`src/rtl/rsa_pkg.sv`:
```
`default_nettype none
// ============================================================================
// Module      : rsa_pkg
// Description : Shared types and limits for the reversible serial adder
//               controller (FSM state encoding, maximum operand width).
// Revision    : 1.0 - initial release
// ============================================================================
package rsa_pkg;

    // Widest operand the controller is meant to be built with.
    localparam int RSA_MAX_WIDTH = 32;

    // Controller sequencing states.
    typedef enum logic [1:0] {
        IDLE = 2'd0,
        RUN  = 2'd1,
        DONE = 2'd2
    } rsa_state_t;

endpackage
`default_nettype wire

```
`src/rtl/reversible_full_adder.sv`:
```
`default_nettype none
// ============================================================================
// Module      : reversible_full_adder
// Description : 1-bit full adder built from two cascaded Peres gates. The
//               out_vec lines carry the garbage outputs needed to keep the
//               mapping reversible; callers normally leave them unused.
// Revision    : 1.0 - initial release
// ============================================================================
module reversible_full_adder (
    input  logic       a,
    input  logic       b,
    input  logic       cin,
    output logic       sum,
    output logic       cout,
    output logic [3:0] out_vec
);

    logic w_p;  // first Peres gate: a ^ b
    logic w_g;  // first Peres gate: a & b (ancilla initialised to 0)

    assign w_p  = a ^ b;
    assign w_g  = a & b;

    // Second Peres gate folds the carry-in into the propagate/generate pair.
    assign sum  = w_p ^ cin;
    assign cout = (w_p & cin) ^ w_g;

    // Garbage lines: pass-through copies that make the cell invertible.
    assign out_vec = {a, w_p, w_g, cin};

endmodule
`default_nettype wire

```
`src/rtl/reversible_serial_adder_ctrl.sv`:
```
`default_nettype none
// ============================================================================
// Module      : reversible_serial_adder_ctrl
// Description : Bit-serial WIDTH-bit adder that steps a single
//               reversible_full_adder cell once per clock, LSB first, with
//               the ripple carry held in a register. One-cycle done pulse.
//               Optional macro RSA_OVERFLOW_EN adds a signed-overflow output.
// Revision    : 1.0 - initial release
// ============================================================================
module reversible_serial_adder_ctrl
    import rsa_pkg::*;
#(
    parameter int WIDTH = 8   // legal range 2..RSA_MAX_WIDTH
) (
    input  logic             clk,
    input  logic             rst,
    input  logic             start,
    input  logic [WIDTH-1:0] a,
    input  logic [WIDTH-1:0] b,
    input  logic             cin,
    output logic             busy,
    output logic             done,
    output logic [WIDTH-1:0] sum,
    output logic             cout
`ifdef RSA_OVERFLOW_EN
    ,
    output logic             ovf
`endif
);

    localparam int CNT_W = $clog2(WIDTH);
    // The counter stops at the last bit index, so it never wraps.
    localparam logic [CNT_W-1:0] C_LAST_BIT = CNT_W'(WIDTH - 1);

    rsa_state_t       r_state;
    rsa_state_t       w_next_state;
    logic [WIDTH-1:0] r_sa;
    logic [WIDTH-1:0] r_sb;
    logic             r_carry;
    logic [CNT_W-1:0] r_cnt;
    logic [WIDTH-1:0] r_sum;
    logic             r_cout;
    logic             w_fa_sum;
    logic             w_fa_cout;
    logic [3:0]       w_unused_out_vec;
    logic             w_last_bit;

    assign w_last_bit = (r_cnt == C_LAST_BIT);

    // Shared 1-bit cell, always fed from the LSB of the operand shifters.
    reversible_full_adder u_fa (
        .a       (r_sa[0]),
        .b       (r_sb[0]),
        .cin     (r_carry),
        .sum     (w_fa_sum),
        .cout    (w_fa_cout),
        .out_vec (w_unused_out_vec)
    );

    // State register.
    always_ff @(posedge clk) begin
        if (rst) begin
            r_state <= IDLE;
        end else begin
            r_state <= w_next_state;
        end
    end

    // Next-state logic: start only matters in IDLE; DONE always returns.
    always_comb begin
        w_next_state = r_state;
        case (r_state)
            IDLE:    if (start) w_next_state = RUN;
            RUN:     if (w_last_bit) w_next_state = DONE;
            DONE:    w_next_state = IDLE;
            default: w_next_state = IDLE;
        endcase
    end

    // Datapath: operand load on accepted start, one bit per RUN cycle.
    always_ff @(posedge clk) begin
        if (rst) begin
            r_sa    <= '0;
            r_sb    <= '0;
            r_carry <= 1'b0;
            r_cnt   <= '0;
            r_sum   <= '0;
            r_cout  <= 1'b0;
        end else begin
            case (r_state)
                IDLE: begin
                    if (start) begin
                        r_sa    <= a;
                        r_sb    <= b;
                        r_carry <= cin;
                        r_cnt   <= '0;
                        r_sum   <= '0;
                        r_cout  <= 1'b0;
                    end
                end
                RUN: begin
                    r_sa    <= r_sa >> 1;
                    r_sb    <= r_sb >> 1;
                    r_sum   <= {w_fa_sum, r_sum[WIDTH-1:1]};
                    r_carry <= w_fa_cout;
                    if (w_last_bit) begin
                        r_cout <= w_fa_cout;
                    end else begin
                        r_cnt <= r_cnt + CNT_W'(1);
                    end
                end
                default: begin
                    // DONE: results are held for the consumer.
                end
            endcase
        end
    end

`ifdef RSA_OVERFLOW_EN
    logic r_ovf;

    // Signed overflow: carry into the MSB differs from carry out of it.
    always_ff @(posedge clk) begin
        if (rst) begin
            r_ovf <= 1'b0;
        end else if ((r_state == IDLE) && start) begin
            r_ovf <= 1'b0;
        end else if ((r_state == RUN) && w_last_bit) begin
            r_ovf <= r_carry ^ w_fa_cout;
        end
    end

    assign ovf = r_ovf;
`endif

    assign busy = (r_state == RUN);
    assign done = (r_state == DONE);
    assign sum  = r_sum;
    assign cout = r_cout;

endmodule
`default_nettype wire

```
`config.mk`:
```
export PLATFORM = sky130hd
export DESIGN_NAME = reversible_serial_adder_ctrl
export DESIGN_NICKNAME = d
export VERILOG_FILES = /design/src/rtl/rsa_pkg.sv /design/src/rtl/reversible_full_adder.sv /design/src/rtl/reversible_serial_adder_ctrl.sv
export SDC_FILE = /design/constraint.sdc
export NUM_CORES = 1
export LEC_CHECK = 0
export ABC_AREA = 1
export ABC_CLOCK_PERIOD_IN_PS = 2140
export BUFFER_PORTS_ARGS = -buffer_cell sky130_fd_sc_hd__buf_2
export CAP_MARGIN = 10
export CORE_MARGIN = 1.5
export CORE_UTILIZATION = 55
export CTS_CLUSTER_DIAMETER = 200
export DETAILED_ROUTE_END_ITERATION = 6
export MAX_ROUTING_LAYER = met4
export PLACE_DENSITY = 0.79
export SETUP_SLACK_MARGIN = 0.3
export SLEW_MARGIN = 25
export SYNTH_ARGS = -nofsm -noshare
export SYNTH_HDL_FRONTEND = slang
export SYNTH_SLANG_ARGS = --single-unit
```
`constraint.sdc`:
```
create_clock -name clk -period 2.14 [get_ports clk]
set_input_delay 0.642 -clock clk [delete_from_list [all_inputs] [get_ports clk]]
set_output_delay 0.642 -clock clk [all_outputs]
set_load 0.005 [all_outputs]
```
==> results.toml <==
[setup_path]
endpoint = "done"
path_cells = "inv_2, nor2_1, buf_2"
worst_r2r_dst = "r_carry"
setup.worst_path.end_class = "output pin"
worstSetupStartpointType = "flip-flop"
cp_data_arrival_time_ps = 1110
worst-r2r-cell-count = 5
rrSetupSlack_ps = 700
timing.critical_path.fanout_max = 7
cp_data_required_time_ps = 1500
timing.setup.critical_path_class = "flip-flop to output pin"
cp-startpoint = "r_state[1]"
critPathSlowestCell = "sky130_fd_sc_hd__dfxtp_1"
max_stage_delay_ps = 440
worst_r2r_startpoint = "r_state[1]"

[layout]
diodes = 0
stdcell_area_um2 = 1662
mostFrequentLayoutCell = "sky130_fd_sc_hd__nand2_1"
layout-drive-gt1-share_pct = 18.47
most-common-layout-cells = "61 x sky130_fd_sc_hd__nand2_1, 38 x sky130_fd_sc_hd__nor2_1, 30 x sky130_fd_sc_hd__nand3_1, 30 x sky130_fd_sc_hd__dfxtp_1, 30 x sky130_fd_sc_hd__buf_2"
final_net_count = 273
area.growth.synth_to_final_pct = 13.50

[clocking]
clock-root-buffer = "sky130_fd_sc_hd__clkbuf_4"
holdBufCountCts = 0
cts_tree = "built"
cts_buffer_depth = 2
htree_levels = 2
post_cts.resized_instances = 0
clock_sinks = 31
clk_pin_slew_ps = 90
clock_insertion_delay_worst_skew_ps = 330
numCtsBuffers = 5
cts_post_setup_buffers_inserted = 0

[hold_path]
hp-class = "flip-flop to flip-flop"

[placement]
portBuffers = 30
pre_cts_setup_slack_ps = 445.0
place_area_um2 = 1604
place.gp.congestion = 0.7864
post-dp-hpwl_um = 2103

[yosys]
synth-async-reset-ratio_pct = 0
synth_cell_types = 18
ys_flop_type = "sky130_fd_sc_hd__dfxtp_1"
yosysWarningCount = 0
mappedNetlistArea_um2 = 1464
synthCells = 221
syn_area_per_cell_um2 = 6.624
net_count_after_synthesis = 245
share_of_synthesized_area_occupied_by_flip_flops_and_latches_pct = 42.39
synth_edf_count = 0
postSynthRegisterBits = 31

[floorplan]
core_area_um2 = 2500
rows = 18
die_h_um = 54.59
io-pin-count = 31
floorplan_die_width_um = 54.59
die_outline_area_um2 = 2980
start_util_pct = 58.56

[power_and_ir_drop]
power.static_leakage_nw = 0.8561
peakVddDrop_mv = 0.5626
cellPowerDensity_nw_per_um2 = 679.4

[routing]
antenna_nets_post_route = 0
dr.first_iter.drc_count = 20
vias = 1375
drt-vias-per-instance = 4.928
drc = 0
finalWirelength_um = 2961
drt-pass1-iter-count = 4
wl_per_cell_um = 10.61

[sta]
layout_setup_ws_ps = 390.5
timing.final.hold_violations = 0
timing.fmax_mhz = 571.6
setup_tns_ps = 0
least_margin_pin_slew_ps = 528.4
maxSlewViolCount = 0
layout_worst_path_cycle_share_pct = 81.75
finalClockSkew_ps = 2.794
final-setup-viol-count = 0
setup_repair_after_global_routing_missed_its_margin = "false"
worst_slew_margin_rel_pct = 64.73
finalWorstPathRequiredPeriod_ps = 1750

[global_route]
number_of_global_route_vias_before_repair = 1140
global_route_wire_length_before_repair_um = 4940
gr-total-overflow = 0
grtUsageTotal_pct = 24.31
grt_max_degree = 22
grt_antenna_before_repair = 0

[outcome]
outcome = "finished, final reports clean"

[flow_run]
max-cap-violations = 0
[per-layer routing]
metal,wire length (µm),track usage (%)
met5,0,-
met4,76,9.583
met3,187,8.743
met2,1268,35.12
met1,1429,30.73
[metrics by stage]
step | instances | util, % | hold slack [ps] | power, mW
after floorplan | 221 | - | 443.7 | 0.7476
after global placement | 272 | 64.16 | 446.1 | 0.7851
after detailed placement | 272 | 64.16 | 450.2 | 0.7898
after CTS | 279 | 66.42 | 464.4 | 1.143
after global routing | 279 | 66.47 | 485.1 | 1.193
final | 279 | 66.47 | 461.7 | 1.129
[logic make-up after synthesis]
group | share of synthesized area, %
AOI/OAI and AO/OA | 4.102
and+or+nand+nor | 38.12
DFF | 42.39
adders and majority gates | 3.932
buffers and inverters | 11.45
[registers in the layout, summed over array words and instances (netlist names)]
signal   count
r_state      2
r_carry      1
r_cnt        3
cout         1
sum          8
r_sb         8
r_sa         8
[Yosys cell counts, drive strengths merged, types with 2 or more instances]
library cell,instances,share of area [%]
inv,28,7.2
a21oi,10,3.4
ha,3,2.6
dfxtp,31,42
o21ai,2,0.68
clkbuf,4,1.0
nor2,40,11
nand3,30,10
nand2,63,16
buf,7,3.2
[layout make-up]
type                            instances  area, µm²
Clock buffer                            6      51.30
Sequential cell                        31      621.8
Tap cell                               30      37.54
Multi-Input combinational cell        151      675.6
Inverter                               28      105.1
Timing Repair Buffer                   32      165.2
Fill cell                             255      838.3
Clock inverter                          1      5.005
[power by group]
part           internal, mW  switching, mW
clock                 0.152          0.201
sequential            0.605         0.0172
combinational        0.0586         0.0951
[critical path: cells and delay by family (launching register included)]
kind	cells	cell delay, ps
buf+inv	2	230
simple gates	1	100
flops	1	440
[how the worst min path moves through the flow]
stage	from	endpoint	slack, ps	depth (start not counted)
after CTS	sum[0]	sum[0]	460	2
after detailed placement	sum[0]	sum[0]	450	2
after floorplan	r_sa[7]	r_sa[7]	440	2
final	sum[0]	sum[0]	460	2
after global placement	sum[0]	sum[0]	450	2
after global routing	r_sa[7]	r_sa[7]	490	2
Note: power is estimated with default switching activity, not from simulation.
